## src/rtl/n101_hclkgen_ctrl_pkg.sv

```systemverilog
// Shared definitions for the HCLK generator control block: register map,
// PLLCFG field layout, reset values and sequencer state encodings.
package n101_hclkgen_ctrl_pkg;

  localparam int unsigned ADDR_W = 12;

  // Register byte offsets
  localparam logic [ADDR_W-1:0] OFF_HFXOSCCFG = 12'h004;
  localparam logic [ADDR_W-1:0] OFF_PLLCFG    = 12'h008;
  localparam logic [ADDR_W-1:0] OFF_PLLCTL    = 12'h010;
  localparam logic [ADDR_W-1:0] OFF_PLLSTS    = 12'h014;
  localparam logic [ADDR_W-1:0] OFF_IRQEN     = 12'h018;
  localparam logic [ADDR_W-1:0] OFF_PLLOUTDIV = 12'h020;

  // PLLCFG field layout
  localparam int unsigned CFG_N_W        = 5;
  localparam int unsigned CFG_M_W        = 8;
  localparam int unsigned CFG_OD_W       = 2;
  localparam int unsigned CFG_N_LSB      = 0;
  localparam int unsigned CFG_M_LSB      = 5;
  localparam int unsigned CFG_OD_LSB     = 13;
  localparam int unsigned CFG_BYPASS_BIT = 18;
  localparam int unsigned CFG_ASLEEP_BIT = 29;
  localparam int unsigned CFG_LOCK_BIT   = 31;

  // Other register bit positions
  localparam int unsigned HFXOSC_EN_BIT  = 30;
  localparam int unsigned STS_BUSY_BIT   = 4;
  localparam int unsigned STS_ERR_BIT    = 5;
  localparam int unsigned STS_DONE_BIT   = 6;
  localparam int unsigned DIV_BY1_BIT    = 8;
  localparam int unsigned IRQEN_DONE_BIT = 0;
  localparam int unsigned IRQEN_ERR_BIT  = 1;

  typedef struct packed {
    logic                asleep;
    logic                bypass;
    logic [CFG_OD_W-1:0] od;
    logic [CFG_M_W-1:0]  m;
    logic [CFG_N_W-1:0]  n;
  } pll_cfg_t;

  localparam pll_cfg_t PLL_CFG_RST = '{asleep: 1'b0, bypass: 1'b1, od: 2'd2, m: 8'h32, n: 5'd2};

  typedef enum logic [2:0] {
    SEQ_IDLE     = 3'd0,
    SEQ_BYPASS   = 3'd1,
    SEQ_RESET    = 3'd2,
    SEQ_LOCKWAIT = 3'd3,
    SEQ_SWITCH   = 3'd4,
    SEQ_ERR      = 3'd5
  } seq_state_e;

  // Place a PLL configuration into its PLLCFG register image
  function automatic logic [31:0] cfg_pack(input pll_cfg_t c);
    logic [31:0] w;
    w = '0;
    w[CFG_N_LSB +: CFG_N_W]   = c.n;
    w[CFG_M_LSB +: CFG_M_W]   = c.m;
    w[CFG_OD_LSB +: CFG_OD_W] = c.od;
    w[CFG_BYPASS_BIT]         = c.bypass;
    w[CFG_ASLEEP_BIT]         = c.asleep;
    return w;
  endfunction

endpackage

```

## src/rtl/n101_hclkgen_pllseq.sv

```systemverilog
// PLL reconfiguration sequencer: lock synchroniser, state machine and a
// saturating cycle counter shared by the reset pulse and the lock timeout.
module n101_hclkgen_pllseq
  import n101_hclkgen_ctrl_pkg::*;
#(
  parameter int unsigned RST_CYC = 16,
  parameter int unsigned LOCK_TO = 4096
) (
  input  logic       clk,
  input  logic       rst_n,
  input  logic       start_i,
  input  logic       lock_i,
  output logic [2:0] state_o,
  output logic       lock_sync_o,
  output logic       load_cfg_c_o,
  output logic       pll_reset_o,
  output logic       force_bypass_o,
  output logic       done_set_o,
  output logic       err_set_o
);

  localparam int unsigned CNT_W = $clog2((RST_CYC > LOCK_TO) ? RST_CYC : LOCK_TO);
  localparam logic [CNT_W-1:0] RST_LAST  = CNT_W'(RST_CYC - 1);
  localparam logic [CNT_W-1:0] LOCK_LAST = CNT_W'(LOCK_TO - 1);

  seq_state_e       state_q;
  logic [CNT_W-1:0] cnt_q;
  logic [CNT_W-1:0] cnt_inc;
  logic             lock_meta_q;
  logic             lock_sync_q;
  logic             pll_reset_q;
  logic             force_bypass_q;
  logic             done_set_q;
  logic             err_set_q;

  // Saturating increment so the counter can never wrap
  assign cnt_inc = (cnt_q == {CNT_W{1'b1}}) ? cnt_q : cnt_q + CNT_W'(1);

  // Two-flop synchroniser for the asynchronous PLL lock
  always_ff @(posedge clk or negedge rst_n) begin
    if (!rst_n) begin
      lock_meta_q <= 1'b0;
      lock_sync_q <= 1'b0;
    end else begin
      lock_meta_q <= lock_i;
      lock_sync_q <= lock_meta_q;
    end
  end

  // Sequencer FSM with registered control outputs
  always_ff @(posedge clk or negedge rst_n) begin
    if (!rst_n) begin
      state_q        <= SEQ_IDLE;
      cnt_q          <= '0;
      pll_reset_q    <= 1'b0;
      force_bypass_q <= 1'b0;
      done_set_q     <= 1'b0;
      err_set_q      <= 1'b0;
    end else begin
      done_set_q <= 1'b0;
      err_set_q  <= 1'b0;
      case (state_q)
        SEQ_IDLE: begin
          if (start_i) begin
            state_q        <= SEQ_BYPASS;
            force_bypass_q <= 1'b1;
          end
        end
        SEQ_BYPASS: begin
          state_q     <= SEQ_RESET;
          cnt_q       <= '0;
          pll_reset_q <= 1'b1;
        end
        SEQ_RESET: begin
          if (cnt_q == RST_LAST) begin
            state_q     <= SEQ_LOCKWAIT;
            cnt_q       <= '0;
            pll_reset_q <= 1'b0;
          end else begin
            cnt_q <= cnt_inc;
          end
        end
        SEQ_LOCKWAIT: begin
          // Lock takes priority over a timeout in the same cycle
          if (lock_sync_q) begin
            state_q        <= SEQ_SWITCH;
            force_bypass_q <= 1'b0;
            done_set_q     <= 1'b1;
          end else if (cnt_q == LOCK_LAST) begin
            state_q   <= SEQ_ERR;
            err_set_q <= 1'b1;
          end else begin
            cnt_q <= cnt_inc;
          end
        end
        SEQ_SWITCH: begin
          state_q <= SEQ_IDLE;
        end
        SEQ_ERR: begin
          state_q        <= SEQ_IDLE;
          force_bypass_q <= 1'b0;
        end
        default: begin
          state_q        <= SEQ_IDLE;
          pll_reset_q    <= 1'b0;
          force_bypass_q <= 1'b0;
        end
      endcase
    end
  end

  assign state_o        = state_q;
  assign lock_sync_o    = lock_sync_q;
  assign load_cfg_c_o   = (state_q == SEQ_IDLE) && start_i;
  assign pll_reset_o    = pll_reset_q;
  assign force_bypass_o = force_bypass_q;
  assign done_set_o     = done_set_q;
  assign err_set_o      = err_set_q;

endmodule

```

## src/rtl/n101_hclkgen_ctrl.sv

```systemverilog
// HCLK generator control block on the peripheral ICB bus: oscillator enable,
// PLL shadow/live configuration, output dividers and the PLL sequencer.
// Optional interrupt register enabled by defining N101_HCLKGEN_IRQ_EN.
module n101_hclkgen_ctrl
  import n101_hclkgen_ctrl_pkg::*;
#(
  parameter int unsigned NUM_DIV = 2,
  parameter int unsigned DIV_W   = 6,
  parameter int unsigned RST_CYC = 16,
  parameter int unsigned LOCK_TO = 4096
) (
  input  logic                     clk,
  input  logic                     rst_n,
  input  logic                     i_icb_cmd_valid,
  output logic                     i_icb_cmd_ready,
  input  logic [ADDR_W-1:0]        i_icb_cmd_addr,
  input  logic                     i_icb_cmd_read,
  input  logic [31:0]              i_icb_cmd_wdata,
  output logic                     i_icb_rsp_valid,
  input  logic                     i_icb_rsp_ready,
  output logic [31:0]              i_icb_rsp_rdata,
  input  logic                     pll_lock,
  output logic                     hfxoscen,
  output logic                     pllbypass,
  output logic                     pll_RESET,
  output logic                     pll_ASLEEP,
  output logic [CFG_OD_W-1:0]      pll_OD,
  output logic [CFG_M_W-1:0]       pll_M,
  output logic [CFG_N_W-1:0]       pll_N,
  output logic [NUM_DIV-1:0]       plloutdivby1,
  output logic [NUM_DIV*DIV_W-1:0] plloutdiv,
  output logic                     irq
);

  logic        wr_en;
  logic        hit_hfx, hit_cfg, hit_ctl, hit_sts, hit_irqen;
  logic        busy;
  logic [2:0]  seq_state;
  logic        lock_sync, load_cfg_c, seq_force_bypass, done_set, err_set;
  logic        hfx_q, pllbypass_q, done_q, err_q;
  pll_cfg_t    cfg_q, live_q;
  logic [31:0] irqen_rdata;
  logic [31:0] div_rdata [NUM_DIV];
  logic [NUM_DIV-1:0] div_hit;
  logic        unused_sink;

  // Pass-through handshake and address decode
  assign i_icb_cmd_ready = i_icb_rsp_ready;
  assign i_icb_rsp_valid = i_icb_cmd_valid;
  assign wr_en     = i_icb_cmd_valid && i_icb_rsp_ready && !i_icb_cmd_read;
  assign hit_hfx   = (i_icb_cmd_addr == OFF_HFXOSCCFG);
  assign hit_cfg   = (i_icb_cmd_addr == OFF_PLLCFG);
  assign hit_ctl   = (i_icb_cmd_addr == OFF_PLLCTL);
  assign hit_sts   = (i_icb_cmd_addr == OFF_PLLSTS);
  assign hit_irqen = (i_icb_cmd_addr == OFF_IRQEN);
  assign busy      = (seq_state != SEQ_IDLE);

  n101_hclkgen_pllseq #(.RST_CYC(RST_CYC), .LOCK_TO(LOCK_TO)) u_pllseq (
    .clk            (clk),
    .rst_n          (rst_n),
    .start_i        (wr_en && hit_ctl && i_icb_cmd_wdata[0]),
    .lock_i         (pll_lock),
    .state_o        (seq_state),
    .lock_sync_o    (lock_sync),
    .load_cfg_c_o   (load_cfg_c),
    .pll_reset_o    (pll_RESET),
    .force_bypass_o (seq_force_bypass),
    .done_set_o     (done_set),
    .err_set_o      (err_set)
  );

  // Oscillator enable, PLL shadow config (frozen while busy) and live config
  always_ff @(posedge clk or negedge rst_n) begin
    if (!rst_n) begin
      hfx_q  <= 1'b1;
      cfg_q  <= PLL_CFG_RST;
      live_q <= PLL_CFG_RST;
    end else begin
      if (wr_en && hit_hfx) hfx_q <= i_icb_cmd_wdata[HFXOSC_EN_BIT];
      if (wr_en && hit_cfg && !busy) begin
        cfg_q.n      <= i_icb_cmd_wdata[CFG_N_LSB +: CFG_N_W];
        cfg_q.m      <= i_icb_cmd_wdata[CFG_M_LSB +: CFG_M_W];
        cfg_q.od     <= i_icb_cmd_wdata[CFG_OD_LSB +: CFG_OD_W];
        cfg_q.bypass <= i_icb_cmd_wdata[CFG_BYPASS_BIT];
        cfg_q.asleep <= i_icb_cmd_wdata[CFG_ASLEEP_BIT];
      end
      if (load_cfg_c) live_q <= cfg_q;
    end
  end

  // Bypass is forced high for the whole sequence and released only on success
  always_ff @(posedge clk or negedge rst_n) begin
    if (!rst_n) begin
      pllbypass_q <= 1'b1;
    end else if (load_cfg_c || seq_force_bypass) begin
      pllbypass_q <= 1'b1;
    end else if (done_set) begin
      pllbypass_q <= cfg_q.bypass;
    end
  end

  // Sticky status flags; the sequencer set beats a same-cycle clear
  always_ff @(posedge clk or negedge rst_n) begin
    if (!rst_n) begin
      done_q <= 1'b0;
      err_q  <= 1'b0;
    end else begin
      done_q <= done_set || (done_q && !(wr_en && hit_sts && i_icb_cmd_wdata[STS_DONE_BIT]));
      err_q  <= err_set  || (err_q  && !(wr_en && hit_sts && i_icb_cmd_wdata[STS_ERR_BIT]));
    end
  end

  // Per-channel output dividers
  for (genvar g = 0; g < NUM_DIV; g++) begin : g_div
    logic [DIV_W-1:0] div_q;
    logic             by1_q;

    assign div_hit[g] = (i_icb_cmd_addr == OFF_PLLOUTDIV + ADDR_W'(4 * g));

    // Channel ratio and divide-by-1 select, applied on write
    always_ff @(posedge clk or negedge rst_n) begin
      if (!rst_n) begin
        div_q <= '0;
        by1_q <= 1'b1;
      end else if (wr_en && div_hit[g]) begin
        div_q <= i_icb_cmd_wdata[DIV_W-1:0];
        by1_q <= i_icb_cmd_wdata[DIV_BY1_BIT];
      end
    end

    assign plloutdiv[g*DIV_W +: DIV_W] = div_q;
    assign plloutdivby1[g]             = by1_q;
    assign div_rdata[g]                = (32'(by1_q) << DIV_BY1_BIT) | 32'(div_q);
  end

`ifdef N101_HCLKGEN_IRQ_EN
  logic done_ie_q, err_ie_q, irq_q;

  // Interrupt enables and registered interrupt output
  always_ff @(posedge clk or negedge rst_n) begin
    if (!rst_n) begin
      done_ie_q <= 1'b0;
      err_ie_q  <= 1'b0;
      irq_q     <= 1'b0;
    end else begin
      if (wr_en && hit_irqen) begin
        done_ie_q <= i_icb_cmd_wdata[IRQEN_DONE_BIT];
        err_ie_q  <= i_icb_cmd_wdata[IRQEN_ERR_BIT];
      end
      irq_q <= (done_q && done_ie_q) || (err_q && err_ie_q);
    end
  end

  assign irq         = irq_q;
  assign irqen_rdata = (32'(err_ie_q) << IRQEN_ERR_BIT) | (32'(done_ie_q) << IRQEN_DONE_BIT);
`else
  assign irq         = 1'b0;
  assign irqen_rdata = '0;
`endif

  // Combinational read mux; unmapped addresses return zero
  always_comb begin
    i_icb_rsp_rdata = '0;
    if (hit_hfx) i_icb_rsp_rdata[HFXOSC_EN_BIT] = hfx_q;
    if (hit_cfg) begin
      i_icb_rsp_rdata               = cfg_pack(cfg_q);
      i_icb_rsp_rdata[CFG_LOCK_BIT] = lock_sync;
    end
    if (hit_sts) begin
      i_icb_rsp_rdata[2:0]          = seq_state;
      i_icb_rsp_rdata[STS_BUSY_BIT] = busy;
      i_icb_rsp_rdata[STS_ERR_BIT]  = err_q;
      i_icb_rsp_rdata[STS_DONE_BIT] = done_q;
    end
    if (hit_irqen) i_icb_rsp_rdata = irqen_rdata;
    for (int i = 0; i < NUM_DIV; i++) begin
      if (div_hit[i]) i_icb_rsp_rdata = div_rdata[i];
    end
  end

  assign hfxoscen    = hfx_q;
  assign pllbypass   = pllbypass_q;
  assign pll_N       = live_q.n;
  assign pll_M       = live_q.m;
  assign pll_OD      = live_q.od;
  assign pll_ASLEEP  = live_q.asleep;
  assign unused_sink = ^{i_icb_cmd_wdata, live_q.bypass};

endmodule

```

## config.mk

```make
export PLATFORM = sky130hd
export DESIGN_NAME = n101_hclkgen_ctrl
export DESIGN_NICKNAME = d
export VERILOG_FILES = /design/src/rtl/n101_hclkgen_ctrl_pkg.sv /design/src/rtl/n101_hclkgen_pllseq.sv /design/src/rtl/n101_hclkgen_ctrl.sv
export SDC_FILE = /design/constraint.sdc
export NUM_CORES = 1
export LEC_CHECK = 0
export BUFFER_PORTS_ARGS = -buffer_cell sky130_fd_sc_hd__buf_2
export CAP_MARGIN = 10
export CELL_PAD_IN_SITES_DETAIL_PLACEMENT = 0
export CELL_PAD_IN_SITES_GLOBAL_PLACEMENT = 1
export CORE_ASPECT_RATIO = 2
export CORE_MARGIN = 2
export CORE_UTILIZATION = 39
export DETAILED_ROUTE_END_ITERATION = 6
export GPL_TIMING_DRIVEN = 0
export PLACE_DENSITY_LB_ADDON = 0.1
export SYNTH_ARGS = -nofsm -noshare
export SYNTH_HDL_FRONTEND = slang
export SYNTH_HIERARCHICAL = 1
export SYNTH_SLANG_ARGS = --single-unit
```

## constraint.sdc

```tcl
create_clock -name clk -period 2.7 [get_ports clk]
set_clock_uncertainty 0.2 [all_clocks]
set_input_delay 0.54 -clock clk [delete_from_list [all_inputs] [get_ports clk]]
set_output_delay 0.54 -clock clk [all_outputs]
set_load 0.005 [all_outputs]
```

==> impl_metrics.ini, run 1 <==
[power]
clkPwrFrac_pct = 39.2
pwr-share-seq_pct = 40.2
netSwitchingFraction_pct = 30.2
power_density_nw_per_um2 = 643
power.ir.vdd_worst_uv = 334
leakagePower_uw = 0.00238
power.switching_uw = 943
intPower_uw = 2180
combinationalPowerShare_pct = 20.6
design_power_total_uw = 3120

[synthesis]
synthMostInstantiatedCell = dfrtp_1
synth_ff_type = dfrtp_1
synthDominantCellAreaShare_pct = 38.0
count_of_different_cell_masters_after_synthesis = 59
ys.warnings.count = 6
syn_area_um2 = 3750
synth_async_sr_flop_share_pct = 100
ys_seq_elements = 72
synthDominantAreaCellType = dfrtp_1
post_synth_main_area_contributors = dfrtp_1 38%, mux2_2 13%, dfstp_2 11%
ys_top_cells_by_count = 57 x dfrtp_1, 42 x mux2_2, 23 x nor2_1, 20 x buf_4, 17 x nand2_1
netlist_instances = 326
synth-edff-count = 0
synth_seq_area_share_pct = 48.5
synthesis.area_per_instance_um2 = 11.5

[finish]
finalNonFillerCells = 554
area_growth_syn_to_layout_pct = 29.4
area_taken_by_multi_input_logic_gates_um2 = 1840
layout.nets = 496
final_design_instance_area_without_fill_um2 = 4850
final.fill_count = 870
layout-drive-gt1-share_pct = 50.9
regArea_um2 = 1820
num_antenna_cells = 0

[sta]
final_hold_viol_count = 0
worst_slew_pin_slew_ns = 0.776
final_max_slew_violation_count = 0
max_clock_freq_ghz = 0.374
clock_period_minus_final_worst_setup_slack_ns = 2.68
setup-violations-final = 0
fin_worst_hold_slack_ns = 0.116
rsz_0062_raised_after_global_routing = true
totalNegativeSetupSlack_ns = 0
final_min_period_over_clock_period_pct = 99.2
slew_headroom_pct = 48.0

[worst_setup_path]
critical_path_peak_fanout = 4
cp.required_ns = 1.96
cp.buffers_inverters = 4
worstSetupStartpoint = i_icb_cmd_addr[6]
crit_path_end_kind = output pin
critical_path_cell_count = 8
setup.worst_path.class = in2out
path_common_cell = buf_6
worst_path_top_cell_family_by_delay = buffers and inverters
rr_worst_depth = 5
rr_endpoint = cfg_q[2]
critical_path.slowest_cell = nor4_4
max_incr_delay_on_cp_ns = 0.37
r2r_setup_slack_ns = 0.48
critical_path.endpoint = i_icb_rsp_rdata[5]
critical_path.cell_chain = buf_6 -> nor4_4 -> buf_4 -> nand4_1 -> buf_6 -> o22ai_1 -> o21a_1 -> buf_2
r2r-start = u_pllseq/state_o[2]
critical_path_arrival_ns = 1.94
critical_path.startpoint_type = input pin

[floorplan]
io_pins = 118
die_y_um = 143
floorplan.die.width_um = 73.3
area_of_the_die_um2 = 10500
start_util_pct = 40.0
floorplan.rows = 50
core_um2 = 9380

[clocking]
clkSinkCount = 72
ctsHtreeMaxLevel = 3
path_clk_slew_ns = 0.06
numCtsBuffers = 9
clk-insertion-delay-late_ns = 0.33
cts-root-to-sink-buffers = 2
tritoncts = built
clock-root-buffer = clkbuf_16

[place]
placedInstanceArea_um2 = 4410
placed_cells_incl_taps = 533
placement.io_buffers = 89
detailedPlacementHpwl_mm = 7.16
gp_congestion = 0.869

[grt]
groute.usage.overall_pct = 19.2
grt_pass1_wl_mm = 15.3
grt_pass1_vias = 3101
largest_net_degree_at_the_start_of_global_routing = 72
globalRoute.totalOverflow = 0
antenna_found_initial = 0

[job]
max-cap-violations = 0

[route]
dr.first_iter.drc_count = 76
vias_per_cell = 5.30
detailedRoute.firstPassIterationCount = 4
route.vias.total = 2938
drt_wl_total_mm = 9.59
wl_per_cell_um = 17.3
detail_route.drc_violations = 0
detail-route-antenna-nets = 0

[hold_path]
holdCritPathClass = in2reg

[status]
run_status = completed
-- repair_timing --
action | in CTS | in global routing
resized for setup | 12 | 7
hold endpoints to repair | 1 | 0
gates cloned | 1 | 0
setup buffers | 5 | 0
hold buffers | 1 | 0
setup endpoints to repair | 33 | 25
pin swaps | 1 | 4
-- area by class of cell --
cell class	instances	share of cell area, %
Clock buffer	10	4.92
Buffer	27	4.23
Timing Repair Buffer	96	11.1
Tap cell	104	2.68
Inverter	4	0.309
Sequential cell	72	37.5
Clock inverter	6	1.34
Multi-Input combinational cell	235	37.9
-- power groups by stage --
stage	Clock (µW)	Combinational (µW)	Sequential, µW
detailed placement	0	629	1280
global placement	0	617	1270
floorplan	0	459	1240
global route	1290	736	1270
CTS	1240	642	1260
finish	1220	642	1250
-- worst min path at each step --
stage,slack [ns],startpoint,cells past startpoint,to
floorplan,0.04,rst_n,0,cfg_q[0]
global placement,0.14,u_pllseq/lock_meta_q,0,u_pllseq/lock_sync_o
detailed placement,0.14,u_pllseq/lock_meta_q,0,u_pllseq/lock_sync_o
CTS,0.11,pll_lock,1,u_pllseq/lock_meta_q
global route,0.11,pll_lock,1,u_pllseq/lock_meta_q
finish,0.12,pll_lock,1,u_pllseq/lock_meta_q
-- registers in the layout (all words and copies together) (netlist names) --
name and flops:
pll_M 8, u_pllseq/cnt_q 12, u_pllseq/lock_meta_q 1, pllbypass 1, g_div.by1_q 2, u_pllseq/force_bypass_o 1, u_pllseq/state_o 3, err_q 1
pll_N 5, u_pllseq/done_set_o 1, u_pllseq/err_set_o 1, pll_ASLEEP 1, g_div.div_q 12, pll_OD 2, done_q 1, hfxoscen 1
u_pllseq/lock_sync_o 1, u_pllseq/pll_reset_o 1, cfg_q 17
-- layout by cell type (no fill, tap or decap), types with 3 or more instances in the layout --
master and n:
dfstp_2 15, nor3b_1 3, buf_2 87, o21a_1 6, and3_1 3, mux2_2 42, clkbuf_16 9, nand2b_1 4
a21oi_1 12, and2_1 10, nand2_1 17, a22oi_1 5, nor2b_1 4, o21ai_0 6, nand4_1 4, inv_1 4
dfrtp_1 57, o22ai_1 5, conb_1 14, nor3_1 6, nor2_1 22, mux2_4 7, buf_6 6, nor4_4 3
nand3_1 7, xnor2_1 4, nand3b_1 4, o22ai_2 3, buf_4 25
-- through the flow --
| step | util [%] | setup WS (ns) |
|---|---|---|
| 2_1_floorplan | - | 0.0234 |
| 3_3_place_gp | 46.7 | -0.769 |
| 3_5_place_dp | 47.0 | -0.705 |
| 4_1_cts | 51.3 | 0.00119 |
| 5_1_grt | 51.7 | -0.0367 |
| 6_report | 51.7 | 0.0226 |
-- cells by family after synthesis --
logic type / Yosys count / synth area share [%]
other cells: 1 / 0.100
fa+ha+maj: 1 / 0.334
compound gates: 55 / 10.6
mux: 50 / 15.7
buf+inv: 33 / 5.94
flops: 72 / 48.5
xor+xnor: 4 / 0.934
simple gates: 110 / 17.8
-- layer usage --
metal	wire, µm	share of wire [%]	GRT usage (%)
met1	3530	37	19.9
met2	5490	57	35.4
met3	322	3.4	3.60
met4	241	2.5	9.67
met5	0	0	0
(Power assumes the default switching activity.)
==> inputs of run 2 (changes only) <==
--- a/config.mk
+++ b/config.mk
@@ -5,13 +5,14 @@
 export SDC_FILE = /design/constraint.sdc
 export NUM_CORES = 1
 export LEC_CHECK = 0
+export ABC_AREA = 1
 export BUFFER_PORTS_ARGS = -buffer_cell sky130_fd_sc_hd__buf_2
 export CAP_MARGIN = 10
 export CELL_PAD_IN_SITES_DETAIL_PLACEMENT = 0
 export CELL_PAD_IN_SITES_GLOBAL_PLACEMENT = 1
 export CORE_ASPECT_RATIO = 2
 export CORE_MARGIN = 2
-export CORE_UTILIZATION = 39
+export CORE_UTILIZATION = 38
 export DETAILED_ROUTE_END_ITERATION = 6
 export GPL_TIMING_DRIVEN = 0
 export PLACE_DENSITY_LB_ADDON = 0.1
==> impl_metrics.ini, run 2 <==
[status]
run_status = completed

[worst_setup_path]
critical_path_arrival_ns = 1.85
crit_path_end_kind = output pin
max_incr_delay_on_cp_ns = 0.26
path_common_cell = buf_2
setup.worst_path.class = in2out
critical_path.cell_chain = buf_2 -> inv_1 -> nand4_1 -> nor2_4 -> inv_2 -> buf_2 -> a31oi_1 -> buf_2
cp.required_ns = 1.96
critical_path_peak_fanout = 10
critical_path.startpoint_type = input pin
critical_path.slowest_cell = nand4_1

[synthesis]
syn_area_um2 = 4060
synth-edff-count = 0
synth_async_sr_flop_share_pct = 100
synthDominantCellAreaShare_pct = 35.1
synth_seq_area_share_pct = 44.8
synthDominantAreaCellType = dfrtp_1
netlist_instances = 500
synthMostInstantiatedCell = nand2_1
post_synth_main_area_contributors = dfrtp_1 35%, nand2_1 13%, dfstp_2 9.7%
count_of_different_cell_masters_after_synthesis = 37
ys_top_cells_by_count = 138 x nand2_1, 57 x dfrtp_1, 57 x inv_1, 43 x nor2_1, 33 x nand3_1
ys.warnings.count = 6
synthesis.area_per_instance_um2 = 8.12
synth_ff_type = dfrtp_1
ys_seq_elements = 72

[finish]
registers.top_by_ff_count = cfg_q
mostFrequentLayoutCells = 138 x nand2_1, 93 x buf_2, 57 x inv_1, 57 x dfrtp_1, 42 x nor2_1
final_design_instance_area_without_fill_um2 = 5070
area_growth_syn_to_layout_pct = 25.0
largest_register_ffs = 17
final_common_cell = nand2_1
layout.nets = 666
biggestRegsByFlops = cfg_q: 17 flops, g_div.div_q: 12 flops, u_pllseq/cnt_q: 12 flops
final.fill_count = 1113
post-route-util_pct = 48.4
layout-drive-gt1-share_pct = 37.6
num_antenna_cells = 0
finalNonFillerCells = 757

[clocking]
cts-root-to-sink-buffers = 2
clock-root-buffer = clkbuf_16
clk-insertion-delay-late_ns = 0.34
clkSinkCount = 72
numCtsBuffers = 9
path_clk_slew_ns = 0.06
ctsHtreeMaxLevel = 3
tritoncts = built

[place]
detailedPlacementHpwl_mm = 8.54
gp_congestion = 0.881
placement.io_buffers = 89
placed_cells_incl_taps = 740
placedInstanceArea_um2 = 4760

[power]
power.ir.vdd_worst_uv = 347
design_power_total_uw = 3070
leakagePower_uw = 0.00274
power_density_nw_per_um2 = 604

[sta]
rsz_0062_raised_after_global_routing = false
clock_period_minus_final_worst_setup_slack_ns = 2.59
max_clock_freq_ghz = 0.386
setup-violations-final = 0
final_hold_viol_count = 0
totalNegativeSetupSlack_ns = 0
final_max_slew_violation_count = 0
final_min_period_over_clock_period_pct = 95.9

[route]
detail_route.drc_violations = 0
wl_per_cell_um = 14.3
detailedRoute.firstPassIterationCount = 4
vias_per_cell = 4.68
route.vias.total = 3541
drt_wl_total_mm = 10.8
dr.first_iter.drc_count = 168
detail-route-antenna-nets = 0

[job]
max-cap-violations = 0

[grt]
globalRoute.totalOverflow = 0
antenna_found_initial = 0
grt_pass1_vias = 3521
grt_pass1_wl_mm = 17.2
groute.usage.overall_pct = 19.2
largest_net_degree_at_the_start_of_global_routing = 65

[floorplan]
floorplan.die.width_um = 77.1
start_util_pct = 38.8
core_um2 = 10500
die_y_um = 150
area_of_the_die_um2 = 11600
io_pins = 118
floorplan.rows = 53

[hold_path]
holdCritPathClass = in2reg
run 2: cell count changes after synthesis, sizes merged, moves of 7 or more:
cell / change
nand2: +131
mux2: -34
o22ai: -7
nand3: +25
inv: +65
and2: -10
o21ai: +38
nor2: +31
run 2: area by class of cell:
cell class              count  area [µm²]  share of cell area, %
clock inverters             4        33.8                  0.666
flip-flops and latches     72        1820                   35.9
inverters                  70         267                   5.25
clock buffers              12         267                   5.25
multi-input cells         343        1810                   35.7
well taps                 137         171                   3.38
repair buffers             91         485                   9.57
plain buffers              28         216                   4.27
run 2: per-stage QoR:
stage / setup slack, ns / hold WS, ns
finish: 0.110 / 0.106
global route: 0.000366 / 0.0988
CTS: 0.0685 / 0.0950
detailed placement: -0.430 / 0.155
global placement: -0.440 / 0.140
floorplan: 0.267 / 0.0444
run 2: what timing repair did:
action / CTS / global route
endpoints found under the hold margin: 7 / 0
hold buffers: 1 / 0
setup endpoints to repair: 7 / 2
setup buffers: 0 / 0
gates resized for setup: 1 / 1
pin swaps: 0 / 0
run 2: power by group:
part	total, µW	switching (µW)	internal [µW]
Clock	1180	478	707
Sequential	1230	81.7	1150
Combinational	653	449	204
Total	3070	1010	2060
run 2: cell families after synthesis:
family                     synth area share (%)
DFF                                        44.8
AOI/OAI and AO/OA                          10.1
adders and majority gates                 0.308
other                                    0.0923
buffers and inverters                      11.9
and+or+nand+nor                            28.4
xor gates and xnor gates                  0.216
muxes                                      4.16
run 2: path summary, 6_finish.rpt:
check	to	slack, ns	from	cells past startpoint
max	i_icb_rsp_rdata[8]	0.11	i_icb_cmd_addr[3]	8
min in group asynchronous	u_pllseq/cnt_q[1]	0.39	rst_n	2
min reg2reg	u_pllseq/lock_sync_o	0.18	u_pllseq/lock_meta_q	0
max in group asynchronous	cfg_q[9]	1.31	rst_n	3
min	u_pllseq/lock_meta_q	0.11	pll_lock	1
max reg2reg	pll_OD[0]	0.53	u_pllseq/state_o[1]	6
run 2: layer usage:
metal	up-vias	wire length [µm]	track usage [%]
li1	1772	-	-
met2	73	6290	38.8
met1	1678	3970	19.1
met4	0	248	8.39
met5	-	0	0
met3	18	315	2.46
run 2: worst max-delay path, delay by kind of cell:
| kind | cells | cell delay [ns] |
|---|---|---|
| AOI/OAI and AO/OA | 1 | 0.22 |
| and+or+nand+nor | 2 | 0.49 |
| buffers and inverters | 5 | 0.59 |
==> inputs of run 3 (changes only) <==
--- a/config.mk
+++ b/config.mk
@@ -12,11 +12,11 @@
 export CELL_PAD_IN_SITES_GLOBAL_PLACEMENT = 1
 export CORE_ASPECT_RATIO = 2
 export CORE_MARGIN = 2
-export CORE_UTILIZATION = 38
+export CORE_UTILIZATION = 37
 export DETAILED_ROUTE_END_ITERATION = 6
 export GPL_TIMING_DRIVEN = 0
 export PLACE_DENSITY_LB_ADDON = 0.1
 export SYNTH_ARGS = -nofsm -noshare
 export SYNTH_HDL_FRONTEND = slang
-export SYNTH_HIERARCHICAL = 1
 export SYNTH_SLANG_ARGS = --single-unit
+export TNS_END_PERCENT = 10
==> impl_metrics.ini, run 3 <==
[clocking]
clkSinkCount = 72
clk-insertion-delay-late_ns = 0.33
clock-root-buffer = clkbuf_16
numCtsBuffers = 9
path_clk_slew_ns = 0.06
tritoncts = built
cts-root-to-sink-buffers = 2
ctsHtreeMaxLevel = 3

[finish]
area_growth_syn_to_layout_pct = 26.3
regArea_um2 = 1820
layout.nets = 680
area_taken_by_multi_input_logic_gates_um2 = 1650
finalNonFillerCells = 771
biggestRegsByFlops = cfg_q: 17 flops, g_div.div_q: 12 flops, u_pllseq.cnt_q: 12 flops
layout-drive-gt1-share_pct = 30.4
num_antenna_cells = 0
mostFrequentLayoutCells = 143 x nand2_1, 92 x buf_2, 71 x inv_1
registers.top_by_ff_count = cfg_q
final_common_cell = nand2_1
largest_register_ffs = 17
post-route-util_pct = 47.6
final.fill_count = 1110
final_design_instance_area_without_fill_um2 = 4980

[worst_setup_path]
max_incr_delay_on_cp_ns = 0.22
critical_path.startpoint_type = input pin
path_common_cell = buf_2
critical_path.slowest_cell = buf_2
rr_endpoint = u_pllseq.cnt_q[10]
rr_worst_depth = 9
setup.worst_path.class = in2out
cp.required_ns = 1.96
crit_path_end_kind = output pin
critical_path_peak_fanout = 10
r2r_setup_slack_ns = 0.65
critical_path_arrival_ns = 1.82
r2r-start = u_pllseq.cnt_q[0]
critical_path.cell_chain = buf_2 -> inv_1 -> nand2_1 -> nor2_2 -> nand3_1 -> buf_2 -> nor2_1 -> nor2_1 -> nand2_1 -> a21oi_1 -> buf_2

[sta]
totalNegativeSetupSlack_ns = 0
final_max_slew_violation_count = 0
worst_slew_pin_slew_ns = 0.556
slew_headroom_pct = 62.6
final_min_period_over_clock_period_pct = 94.8
max_clock_freq_ghz = 0.391
rsz_0062_raised_after_global_routing = true
setup-violations-final = 0
final_hold_viol_count = 0
clock_period_minus_final_worst_setup_slack_ns = 2.56
finalWorstSetupSlack_ns = 0.140

[floorplan]
io_pins = 118
core_um2 = 10500
floorplan.die.width_um = 77.0
floorplan.rows = 53
area_of_the_die_um2 = 11600
start_util_pct = 37.7
die_y_um = 150

[grt]
antenna_found_initial = 0
largest_net_degree_at_the_start_of_global_routing = 55
grt_pass1_wl_mm = 17.1
globalRoute.totalOverflow = 0
groute.usage.overall_pct = 19.2
grt_pass1_vias = 3532

[route]
drt_wl_total_mm = 10.6
route.vias.total = 3500
detailedRoute.firstPassIterationCount = 4
detail-route-antenna-nets = 0
detail_route.drc_violations = 0
vias_per_cell = 4.54
wl_per_cell_um = 13.8
dr.first_iter.drc_count = 183

[hold_path]
holdCritPathClass = in2reg
hold-path-endpoint = u_pllseq.lock_meta_q
hold_path_startpoint = pll_lock
hold_path_depth = 1

[synthesis]
netlist_instances = 510
synthDominantAreaCellType = dfrtp_1
synth_async_sr_flop_share_pct = 100
synthesis.area_per_instance_um2 = 7.74
synthMostInstantiatedCell = nand2_1
synth_ff_type = dfrtp_1
ys.warnings.count = 0
syn_area_um2 = 3950
count_of_different_cell_masters_after_synthesis = 31
post_synth_main_area_contributors = dfrtp_1 36%, nand2_1 14%, dfstp_2 10%
synth-edff-count = 0
synthDominantCellAreaShare_pct = 36.1
synth_seq_area_share_pct = 46.1
ys_top_cells_by_count = 143 x nand2_1, 71 x inv_1, 57 x dfrtp_1, 49 x nor2_1, 38 x o21ai_0
ys_seq_elements = 72

[place]
placedInstanceArea_um2 = 4640
detailedPlacementHpwl_mm = 8.33
placement.io_buffers = 89
placed_cells_incl_taps = 750
gp_congestion = 0.768
pre_cts_slack_ns = 0.0114

[status]
run_status = completed

[power]
power.ir.vdd_worst_uv = 352
leakagePower_uw = 0.00262
power_density_nw_per_um2 = 612

[job]
max-cap-violations = 0
-- run 3: cell count changes after synthesis, sizes merged, moves of 2 or more --
cell,before,now
nand4,5,1
mux2,15,0
inv,69,77
a21oi,9,15
nand3,35,26
o21ai,44,72
o211ai,1,3
-- run 3: critical path: cells and delay by family --
kind	cells	cell delay, ns
compound gates	1	0.08
buf+inv	4	0.52
simple gates	6	0.68
-- run 3: timing repair --
item,in CTS,in global routing
buffers inserted,0,4
resized for setup,0,2
setup endpoints to repair,0,17
endpoints found under the hold margin,12,0
hold buffers,1,0
-- run 3: cell type report --
type	count	area share (%)
sequential	72	36.5
multi-input combinational	344	33.2
timing repair buffer	95	10.3
tap	137	3.44
inverter	78	5.90
clock inverter	7	1.46
clock buffer	9	4.52
buffer	29	4.62
-- run 3: power breakdown --
part | total (µW) | internal, µW | switching (µW)
registers | 1190 | 1130 | 56.3
clock network | 1190 | 715 | 479
logic | 665 | 209 | 456
-- run 3: cells by family (layout without fill, tap and decap cells) --
logic type      after synthesis  count (layout)  share of synthesized area [%]
buf+inv                     107             218                           13.2
xor+xnor                      1               1                          0.222
fa+ha+maj                     1               1                          0.317
flops                        72              72                           46.1
compound gates               90              90                           13.1
other cells                   1              14                         0.0950
simple gates                238             238                           26.9
-- run 3: metrics by stage --
stage          hold slack [ns]  total power, µW
2_1_floorplan           0.0444             1660
3_3_place_gp             0.136             1870
3_5_place_dp             0.135             1880
4_1_cts                  0.103             3090
5_1_grt                  0.106             3220
6_report                 0.111             3050
-- run 3: worst max path at each step --
stage,start,to
after floorplan,i_icb_cmd_addr[8],i_icb_rsp_rdata[10]
after global placement,i_icb_cmd_addr[8],i_icb_rsp_rdata[31]
after detailed placement,i_icb_cmd_addr[8],i_icb_rsp_rdata[13]
after CTS,i_icb_cmd_addr[8],i_icb_rsp_rdata[13]
after global routing,i_icb_cmd_addr[8],i_icb_rsp_rdata[13]
final,i_icb_cmd_addr[3],i_icb_rsp_rdata[5]
-- run 3: per-layer routing --
| metal | up-vias | GRT usage (%) | share of wire [%] |
|---|---|---|---|
| met5 | - | 0 | 0 |
| met4 | 0 | 7.77 | 2.3 |
| met3 | 15 | 3.20 | 2.9 |
| met2 | 62 | 38.2 | 59 |
| met1 | 1625 | 19.4 | 36 |
| li1 | 1798 | - | - |
